===== src/rtl/dm_access_ctrl.sv =====
// ----------------------------------------------------------------------------
// dm_access_ctrl: byte/half/word load-store controller for a word-wide memory.
// Revision: 1.0
// ----------------------------------------------------------------------------
`default_nettype none

module dm_access_ctrl #(
  parameter int AW = 10,
  parameter int DW = 32
) (
  input  logic          clk_i,
  input  logic          rst_ni,
  input  logic          req_valid_i,
  output logic          req_ready_o,
  input  logic          req_we_i,
  input  logic [1:0]    req_size_i,
  input  logic          req_signed_i,
  input  logic [31:0]   req_addr_i,
  input  logic [DW-1:0] req_wdata_i,
  output logic          resp_valid_o,
  input  logic          resp_ready_i,
  output logic [DW-1:0] resp_rdata_o,
  output logic          resp_err_o,
  output logic [AW-1:0] mem_addr_o,
  output logic          mem_wr_o,
  output logic [DW-1:0] mem_wdata_o,
  input  logic [DW-1:0] mem_rdata_i
);

  localparam logic [1:0] SZ_B = 2'b00;
  localparam logic [1:0] SZ_H = 2'b01;
  localparam logic [1:0] SZ_W = 2'b10;
  localparam logic [1:0] SZ_R = 2'b11;

  typedef enum logic [2:0] {
    S_IDLE   = 3'd0,
    S_LD     = 3'd1,
    S_RMW_RD = 3'd2,
    S_WR     = 3'd3,
    S_RESP   = 3'd4
  } state_e;

  state_e        state_q;
  logic [1:0]    size_q;
  logic          signed_q;
  logic [1:0]    off_q;
  logic [15:0]   wdata_q;
  logic          req_ready_q;
  logic          resp_valid_q;
  logic [DW-1:0] resp_rdata_q;
  logic          resp_err_q;
  logic [AW-1:0] mem_addr_q;
  logic          mem_wr_q;
  logic [DW-1:0] mem_wdata_q;

  logic          req_err_d;
  logic [DW-1:0] lane_d;
  logic [DW-1:0] load_d;
  logic [DW-1:0] merge_d;

  always_comb begin
    req_err_d = (req_size_i == SZ_R)
              || ((req_size_i == SZ_H) && req_addr_i[0])
              || ((req_size_i == SZ_W) && (req_addr_i[1:0] != 2'b00))
              || (req_addr_i[31:AW+2] != '0);
  end

  // Shift the addressed lane down to bit 0, then extend to the full word.
  always_comb begin
    lane_d = mem_rdata_i >> {off_q, 3'b000};
    case (size_q)
      SZ_B:    load_d = {{24{signed_q & lane_d[7]}}, lane_d[7:0]};
      SZ_H:    load_d = {{16{signed_q & lane_d[15]}}, lane_d[15:0]};
      default: load_d = lane_d;
    endcase
  end

  always_comb begin
    merge_d = mem_rdata_i;
    if (size_q == SZ_B) begin
      merge_d[{off_q, 3'b000} +: 8] = wdata_q[7:0];
    end else begin
      merge_d[{off_q[1], 4'b0000} +: 16] = wdata_q;
    end
  end

  always_ff @(posedge clk_i or negedge rst_ni) begin
    if (!rst_ni) begin
      state_q      <= S_IDLE;
      size_q       <= SZ_B;
      signed_q     <= 1'b0;
      off_q        <= 2'b00;
      wdata_q      <= '0;
      req_ready_q  <= 1'b1;
      resp_valid_q <= 1'b0;
      resp_rdata_q <= '0;
      resp_err_q   <= 1'b0;
      mem_addr_q   <= '0;
      mem_wr_q     <= 1'b0;
      mem_wdata_q  <= '0;
    end else begin
      case (state_q)
        S_IDLE: begin
          if (req_valid_i && req_ready_q) begin
            req_ready_q <= 1'b0;
            size_q      <= req_size_i;
            signed_q    <= req_signed_i;
            off_q       <= req_addr_i[1:0];
            wdata_q     <= req_wdata_i[15:0];
            mem_addr_q  <= req_addr_i[AW+1:2];
            if (req_err_d) begin
              resp_err_q   <= 1'b1;
              resp_valid_q <= 1'b1;
              state_q      <= S_RESP;
            end else if (!req_we_i) begin
              state_q <= S_LD;
            end else if (req_size_i == SZ_W) begin
              mem_wdata_q <= req_wdata_i;
              mem_wr_q    <= 1'b1;
              state_q     <= S_WR;
            end else begin
              state_q <= S_RMW_RD;
            end
          end
        end
        S_LD: begin
          resp_rdata_q <= load_d;
          resp_valid_q <= 1'b1;
          state_q      <= S_RESP;
        end
        S_RMW_RD: begin
          mem_wdata_q <= merge_d;
          mem_wr_q    <= 1'b1;
          state_q     <= S_WR;
        end
        S_WR: begin
          mem_wr_q     <= 1'b0;
          resp_valid_q <= 1'b1;
          state_q      <= S_RESP;
        end
        S_RESP: begin
          if (resp_ready_i) begin
            resp_valid_q <= 1'b0;
            resp_rdata_q <= '0;
            resp_err_q   <= 1'b0;
            req_ready_q  <= 1'b1;
            state_q      <= S_IDLE;
          end
        end
        default: begin
          state_q     <= S_IDLE;
          req_ready_q <= 1'b1;
        end
      endcase
    end
  end

  assign req_ready_o  = req_ready_q;
  assign resp_valid_o = resp_valid_q;
  assign resp_rdata_o = resp_rdata_q;
  assign resp_err_o   = resp_err_q;
  assign mem_addr_o   = mem_addr_q;
  assign mem_wr_o     = mem_wr_q;
  assign mem_wdata_o  = mem_wdata_q;

endmodule

`default_nettype wire


===== config.mk =====
export PLATFORM = sky130hd
export DESIGN_NAME = dm_access_ctrl
export DESIGN_NICKNAME = d
export VERILOG_FILES = /design/src/rtl/dm_access_ctrl.sv
export SDC_FILE = /design/constraint.sdc
export NUM_CORES = 1
export LEC_CHECK = 0
export ABC_AREA = 1
export BUFFER_PORTS_ARGS = -buffer_cell sky130_fd_sc_hd__clkbuf_2
export CAP_MARGIN = 10
export CORE_ASPECT_RATIO = 0.8
export CORE_UTILIZATION = 49
export CTS_BUF_LIST = sky130_fd_sc_hd__clkbuf_4
export DETAILED_ROUTE_END_ITERATION = 10
export PLACE_DENSITY = 0.82
export SLEW_MARGIN = 20
export SYNTH_ARGS = -nofsm -noshare
export SYNTH_HDL_FRONTEND = slang
export SYNTH_SLANG_ARGS = --single-unit

===== constraint.sdc =====
create_clock -name clk_i -period 2.1 [get_ports clk_i]
set_input_delay 0.21 -clock clk_i [delete_from_list [all_inputs] [get_ports clk_i]]
set_output_delay 0.21 -clock clk_i [all_outputs]
set_load 0.02 [all_outputs]

# --- Word-level counts from Yosys, hierarchy flattened ---
# Index checks and enable logic that the tools add are counted.
# W data, S select, Z words.
totals:
  register_bits: 102
  inputBits: 104
  word_cells: 91
  output_inout_bits: 78
classes:
  mux: 30
  shifts: 5
  eq_ne: 14
  n_bitwise: 3
  reduce_logical: 25
  add_sub_neg: 2
op_table:
  columns: ["operator", "n"]
  rows:
  - ["$mux W32", 6]
  - ["$pmux W32 S2", 3]
  - ["$bwmux W32", 2]
  - ["$shift A16 B7 Y32 const A", 1]
  - ["$shift A8 B7 Y32 const A", 1]
  - ["$shiftx A16 B7 Y32", 1]
  - ["$shiftx A8 B7 Y32", 1]
  - ["$shr A32 B5 Y32", 1]
  - ["$reduce_bool A20 Y1", 1]
  - ["$neg A5 Y7", 2]
  - ["$ne A2 B2 Y1 const B", 6]
  - ["$pmux W3 S4", 1]
  - ["$mux W1", 10]
  - ["$reduce_and A5 Y1", 2]
  - ["$mux W3", 3]
  - ["$pmux W1 S3", 3]
  - ["$reduce_and A4 Y1", 2]
  - ["$reduce_bool A2 Y1", 4]
  - ["$eq A3 B2 Y1 const B", 2]
  - ["$reduce_and A2 Y1", 3]
  - ["$reduce_bool A3 Y1", 2]
  - ["$eq A2 B1 Y1 const B", 2]
  - ["$eq A2 B2 Y1 const B", 2]
  - ["$eq A3 B1 Y1 const B", 1]
  - ["other kinds (12)", 17]

# --- Longest topological paths before layout ---
# Gate-level depths: netlist (run 1).
depth:
  depth_word: 8
  mapped_depth: 14
  depth_no_buf: 10

# --- Worst setup path after synthesis (run 1) ---
# OpenSTA, ideal clock, no wires.
synth_timing:
  kind: "register -> register"
  startpoint: "reg off_q[1]"
  endpoint: "reg mem_wdata_q[4], in the netlist mem_wdata_o[4]"
  synth_period_minus_slack_ns: 2.214
  path_slack_ns: -0.114
  arrival_ns: 2.148
  setup_time_ns: 0.065
  path_stages_with_launch: 15
  cell_sequence: "dfrtp_1 > inv_1 > buf_2 > buf_2 > buf_2 > ha_1 > clkbuf_1 > nand2_1 > inv_1 > nand3_1 > nand3_1 > nand3_1 > nand2_1 > nand3_1 > nand2_1"
synth_via:
  elab_chain_len: 5
  elab_cells_between_ends: 10
  classes_between: "add/sub (2); shift (4); mux (4)"
synth_lines:
  columns: ["element", "line_no", "text"]
  rows:
  - ["from (decl)", "46", "logic [1:0] off_q;"]
  - ["from (signal assigned)", "108", "off_q <= req_addr_i[1:0];"]
  - ["$neg A5 Y7 (on tied branches)", "83, 81", null]
  - ["$shiftx A16 B7 Y32, or another cell as far along", "83", "merge_d[{off_q[1], 4'b0000} +: 16] = wdata_q;"]
  - ["$bwmux W32 (on tied branches)", "83, 81", null]
  - ["$mux W32 (*)", "80", "if (size_q == SZ_B) begin"]
  - ["$pmux W32 S2 (*)", "102", "case (state_q)"]
  - ["to (signal assigned)", "118", "mem_wdata_q <= req_wdata_i;"]
  - ["to (signal assigned)", "132", "mem_wdata_q <= merge_d;"]
  - ["to (decl)", "54", "logic [DW-1:0] mem_wdata_q;"]
# Mark *: on every way between the ends. The rest lies on a longest branch, timed or not.
# A chain may end at the register's enable or synchronous reset.

# --- Worst setup path in the final report (run 1) ---
layout_timing:
  startpoint: "reg off_q[0]"
  endpoint: "reg mem_wdata_q[21], in the netlist mem_wdata_o[21]"
layout_via:
  elab_chain_len: 5
  elab_cells_between_ends: 6
  classes_between: "add/sub (1); shift (2); mux (3)"
layout_lines:
  columns: ["element", "line_no", "text"]
  rows:
  - ["$neg A5 Y7 (*)", "81", "merge_d[{off_q, 3'b000} +: 8] = wdata_q[7:0];"]
  - ["$shiftx A8 B7 Y32 / $shift A8 B7 Y32 (equally long branches)", "81", null]
  - ["$bwmux W32 (*)", "81", null]
  - ["$mux W32 (*)", "80", null]
  - ["$pmux W32 S2 (*)", "102", null]
# Marked as above.

==> flow_summary_export.csv, run 1 <==
group,metric,value,unit
timing,hold_viol_final,0,
run_status,status,"finished clean",
synthesis,synth-edff-count,0,
synthesis,synth_top_area_share,0.396,
detailed_routing,viasPerCell,5.31,
clocking,numClockSinks,102,
power,seq_power_share,0.328,
power,p_comb_frac,0.574,
layout,antennaDiodeCount,0,
synthesis,yosysMostFrequentCell,"nand2_1",
clocking,post-cts-setup-buffers,0,
synthesis,synth_cell_types,28,
clocking,clk_path_buf_depth,2,
grt,antenna_found_initial,0,
timing,worst_pin_slew,657,ps
clocking,clock_latency,470,ps
detailed_routing,totalWireLength,19900,um
power,switchingPower,0.00478,W
layout,fillCellCount,1209,
layout,layout-drive-gt1-share,0.197,
synthesis,synth-seq-cells,102,
die,core_area,0.0124,mm2
detailed_routing,initialDrtViolationCount,802,
timing,slew_headroom,0.562,
synthesis,synth.area.top_cells,"dfrtp_1, nand2_1, nand3_1, o21ai_0, inv_1",
grt,grt_remaining_overflow,0,
worst_setup_path,path_max_fanout,8,
worst_setup_path,start_kind,"flip-flop",
timing,finalClockSkew,19.3,ps
layout,stdcell_area,0.00781,mm2
timing,fin_crit,1920,ps
timing,clock.fmax,521,MHz
placement,numPortBuffers,181,
die,rows,36,
synthesis,synthCells,983,
power,p_per_area,1190,mW/mm2
power,switching_share,0.514,
timing,finalSetupViolCount,0,
worst_setup_path,cp.arrival,2340,ps
die,ioPinCount,182,
detailed_routing,ant_nets,0,
timing,period_share,0.914,
synthesis,yosysWarnings,0,
die,initial_core_util,0.514,
clocking,cts_tree,"built",
synthesis,syn_area,0.00639,mm2
synthesis,synthesis.nets,1092,
synthesis,ys_seq_area_frac,0.400,
grt,grt_pass1_wl,32100,um
power,peakVddDrop,0.000795,V
synthesis,synthFlopType,"dfrtp_1",
placement,hpwl,14600,um
worst_setup_path,timing.rr.start,"off_q[0]",
hold_path,hold_class,"input port to flip-flop",
grt,grt_usage,0.303,
worst_setup_path,worstPathRequired,2520,ps
synthesis,synth_commonest_cells,"nand2_1, nand3_1, dfrtp_1",
synthesis,avgSynthCellArea,6.50,um2
grt,first_global_vias,6500,
placement,globalplace.congestion,0.953,
clocking,htreeDepth,3,
detailed_routing,wl_per_cell,14.8,um
synthesis,yosysTopAreaCell,"dfrtp_1",
timing,slew_viol_final,0,
power,leakage,4.44,nW
grt,grt_max_degree,54,
detailed_routing,drc,0,
timing,rsz0062_at_grt,"true",
placement,dpl_cell_area,0.00739,mm2
clocking,path_clk_slew,160,ps
worst_setup_path,worstSetupPathType,"flip-flop to flip-flop",
run,drv_cap,0,
layout,syn_to_final_growth,22.2,%
layout,stdcell_count,1343,
clocking,cts_buffers,9,
detailed_routing,dr.pass1.iters,8,
die,die-area,0.0135,mm2
synthesis,synthArstFlopShare,1.00,
power,p_clk_frac,0.098,
die,dieHeight,104,um
power,p_int,0.00453,W
detailed_routing,vias,7134,
die,die_w,130,um
worst_setup_path,critPathLaunch,"off_q[0]",
hold_path,min_from,"req_we_i",
placement,placed_cells,1297,
clocking,root_buffer,"clkbuf_4",
layout,nNetsFinal,1276,
worst_setup_path,cp-end-kind,"flip-flop",
stage by stage:
stage | setup WS, ps | power [W] | setup TNS [ps] | utilization | hold WS, ps
after global routing | -20.3 | 0.0101 | -20.3 | 0.628 | 20.5
final | 181 | 0.00930 | 0 | 0.628 | 32.9
after global placement | 208 | 0.00818 | 0 | 0.594 | 156
after detailed placement | 203 | 0.00827 | 0 | 0.594 | 152
after CTS | 162 | 0.00923 | 0 | 0.627 | 14.8
after floorplan | 39.3 | 0.00693 | 0 | - | -85.6
power groups by stage:
stage / sequential [W] / clock, W / combinational [W]
after floorplan: 0.00353 / 0 / 0.00340
after global placement: 0.00307 / 0 / 0.00512
after detailed placement: 0.00307 / 0 / 0.00520
after CTS: 0.00304 / 0.000928 / 0.00526
after global routing: 0.00313 / 0.00101 / 0.00595
final: 0.00305 / 0.000915 / 0.00534
registers in the layout, summed over array words and instances (netlist names):
register and cells:
state_q 3, wdata_q 16, size_q 2, resp_valid_o 1, signed_q 1, resp_rdata_o 32
mem_addr_o 10, resp_err_o 1, mem_wr_o 1, mem_wdata_o 32, req_ready_o 1, off_q 2
layer usage:
layer | track usage | wire [um]
met1 | 0.446 | 9070
met2 | 0.443 | 8300
met3 | 0.0617 | 1990
met4 | 0.0963 | 495
met5 | 0 | 0
placed cells by master (no fill, tap or decap), types with 2 or more instances in the layout:
cell	n
nand2_1	458
nand3_1	124
clkbuf_2	180
dfrtp_2	2
nor2_4	2
dlygate4sd3_1	30
o211ai_1	16
ha_1	4
o21ai_1	8
clkinv_1	3
a21oi_1	28
inv_2	3
dfrtp_1	99
o21ai_0	63
nor3_1	2
nor2_2	3
clkinvlp_4	2
nor2_1	42
nand3_2	2
buf_4	20
clkbuf_4	11
inv_1	59
kinds of logic after synthesis:
kind of cell	synth area share
buf+inv	0.0830
fa+ha+maj	0.00979
flops	0.400
simple gates	0.405
compound gates	0.102
worst max-delay path: stages (launching register included):
cell and delay [ps]:
dfrtp_2 450, inv_1 120, ha_1 360, inv_1 80, nor2_2 260, nand3_1 180, nand2_1 90, nand3_1 80
nand2_1 90, nand3_1 80, nand2_1 80
area by class of cell:
type                       count  area [um2]  share of cell area
sequential                   102        2560               0.327
multi-input combinational    760        3310               0.424
clock inverter                 5        26.3             0.00337
timing repair buffer         232        1380               0.177
clock buffer                  11        82.6              0.0106
tap                          171         214              0.0274
inverter                      62         233              0.0298
path summary, 6_finish.rpt:
check | to | slack, ps | depth (start not counted)
setup / recovery | mem_wdata_o[21] | 180 | 10
hold / removal | state_q[1] | 30 | 3
setup reg to reg | mem_wdata_o[21] | 180 | 10
hold reg to reg | mem_wdata_o[23] | 480 | 2
max in group asynchronous | req_ready_o | 1260 | 3
min in group asynchronous | off_q[1] | 190 | 2
what timing repair did:
action,4_1_cts,5_1_grt
resized for setup,0,3
setup endpoints to repair,0,14
endpoints found under the hold margin,65,0
hold buffers,30,0
Note: power is estimated with default switching activity, not from simulation.
==> run 2: changes to the inputs <==
--- a/config.mk
+++ b/config.mk
@@ -9,10 +9,11 @@
 export BUFFER_PORTS_ARGS = -buffer_cell sky130_fd_sc_hd__clkbuf_2
 export CAP_MARGIN = 10
 export CORE_ASPECT_RATIO = 0.8
-export CORE_UTILIZATION = 49
+export CORE_UTILIZATION = 35
 export CTS_BUF_LIST = sky130_fd_sc_hd__clkbuf_4
 export DETAILED_ROUTE_END_ITERATION = 10
-export PLACE_DENSITY = 0.82
+export PLACE_DENSITY = 0.63
+export REMOVE_ABC_BUFFERS = 1
 export SLEW_MARGIN = 20
 export SYNTH_ARGS = -nofsm -noshare
 export SYNTH_HDL_FRONTEND = slang
==> run 2 against run 1 <==
Highest routed layer unchanged. Cell count grew 4.5%. Clock skew grew 15 ps. Critical path type unchanged. Final area up 2.5%. Core utilization decreased by 17 points. Sequential power down 1%. Combinational power increased by 2%. Power up 4.1%.
==> flow_summary_export.csv, run 2 (synthesized netlist as in run 1, its figures left out) <==
group,metric,value,unit
die,initial_core_util,0.363,
worst_setup_path,cp-end-kind,"flip-flop",
hold_path,hold_class,"input port to flip-flop",
worst_setup_path,critPathMostFrequentCell,"nand3_1",
timing,slew_headroom,0.619,
worst_setup_path,critPathBufInv,2,
power,leakage,4.51,nW
timing,setup_ws,218,ps
placement,numPortBuffers,181,
detailed_routing,dr.pass1.iters,5,
worst_setup_path,path_max_fanout,9,
worst_setup_path,start_kind,"flip-flop",
clocking,cts_buffers,9,
grt,grt_pass1_wl,33200,um
layout,syn_to_final_growth,25.2,%
die,ioPinCount,182,
placement,placed_cells,1352,
grt,grt_remaining_overflow,0,
timing,setup_tns,0,ps
layout,utilization,0.455,
detailed_routing,vias,7001,
layout,stdcell_count,1403,
clocking,htreeDepth,3,
timing,finalClockSkew,34.1,ps
layout,nNetsFinal,1282,
worst_setup_path,worstPathRequired,2540,ps
timing,rsz0062_at_grt,"false",
grt,grt_max_degree,103,
grt,first_global_vias,6349,
timing,clock.fmax,531,MHz
worst_setup_path,cp.arrival,2320,ps
grt,grt_usage,0.228,
detailed_routing,ant_nets,0,
run_status,status,"finished clean",
timing,slew_viol_final,0,
layout,final_cell_mix,"nand2_1, clkbuf_2, nand3_1",
worst_setup_path,path_cells,"inv_1 > ha_1 > nand2_1 > inv_1 > nand3_1 > nand3_1 > nand3_1 > nand2_1 > nand3_1 > nand2_1",
run,drv_cap,0,
power,p_per_area,1210,mW/mm2
die,die-area,0.0188,mm2
clocking,post-cts-setup-buffers,0,
detailed_routing,viasPerCell,4.99,
die,die_w,153,um
clocking,numClockSinks,102,
clocking,path_clk_slew,190,ps
placement,hpwl,15000,um
clocking,clock_latency,510,ps
worst_setup_path,worstSetupPathType,"flip-flop to flip-flop",
power,peakVddDrop,0.000658,V
worst_setup_path,cp_slowest_cell,"dfrtp_2",
timing,period_share,0.896,
detailed_routing,totalWireLength,21000,um
clocking,clk_path_buf_depth,2,
placement,dp_slack,145,ps
layout,final_common_cell,"nand2_1",
timing,worst_pin_slew,572,ps
worst_setup_path,crit_family,"simple AND/OR/NAND/NOR gates",
timing,timing.hold.ws,25.2,ps
timing,finalSetupViolCount,0,
die,rows,43,
detailed_routing,initialDrtViolationCount,526,
clocking,cts_tree,"built",
timing,hold_viol_final,0,
layout,layout-drive-gt1-share,0.197,
detailed_routing,wl_per_cell,15.0,um
timing,fin_crit,1880,ps
worst_setup_path,slowest_delay,470,ps
detailed_routing,drc,0,
grt,antenna_found_initial,0,
clocking,root_buffer,"clkbuf_4",
die,dieHeight,123,um
placement,globalplace.congestion,0.879,
die,core_area,0.0176,mm2
layout,antennaDiodeCount,0,
## run 2: cell count changes in the layout (fill, tap and decap cells not counted), moves of 2 or more
cell	delta
clkinv_1	-2
clkinvlp_4	-2
dlygate4sd3_1	+5
clkinv_4	+2
bufinv_16	+2
## run 2: per-stage QoR
step	cell area, um2	power, W
final	8000	0.00969
after global routing	8000	0.0105
after CTS	7990	0.00968
after detailed placement	7470	0.00841
after global placement	7470	0.00837
after floorplan	6090	0.00654
## run 2: worst paths after layout
path                            startpoint  slack [ps]               to  cells past startpoint
max in group asynchronous           rst_ni        1360      req_ready_o                      3
min in group asynchronous           rst_ni         300  resp_rdata_o[6]                      3
setup / recovery                  off_q[1]         220   mem_wdata_o[1]                     10
setup reg to reg                  off_q[1]         220   mem_wdata_o[1]                     10
hold reg to reg            mem_wdata_o[24]         490  mem_wdata_o[24]                      2
hold / removal               req_addr_i[1]          30         off_q[1]                      3
## run 2: worst reg2reg max path: cells and delay by family, from the launching register on
kind | cells | cell delay, ps
adder cells (fa/ha/maj) | 1 | 370
buffers and inverters | 2 | 360
flip-flops | 1 | 470
AND/OR/NAND/NOR | 7 | 610
## run 2: timing repair
item / 4_1_cts / 5_1_grt
endpoints found under the hold margin: 136 / 0
setup endpoints to repair: 0 / 17
resized for setup: 0 / 2
hold buffers: 35 / 0
## run 2: where the power goes
| part | internal (W) | switching (W) | leakage (nW) |
|---|---|---|---|
| clock | 0.000495 | 0.000709 | 0.0880 |
| combinational | 0.00172 | 0.00376 | 3.11 |
| sequential | 0.00261 | 0.000404 | 1.31 |
## run 2: final cells by class
type | instances | area [um2]
clock inverters | 6 | 86.3
well taps | 225 | 282
clock buffers | 10 | 75.1
inverters | 62 | 233
flip-flops and latches | 102 | 2550
multi-input cells | 760 | 3310
fillers | 1880 | 9600
repair buffers | 238 | 1450
## run 2: layer usage
layer  vias up  GRT usage  part of all wire
li1       3502          -                 -
met1      3201      0.321              0.46
met2       287      0.356              0.45
met3        11     0.0558             0.091
met4         0     0.0429            0.0075
met5         -          0                 0
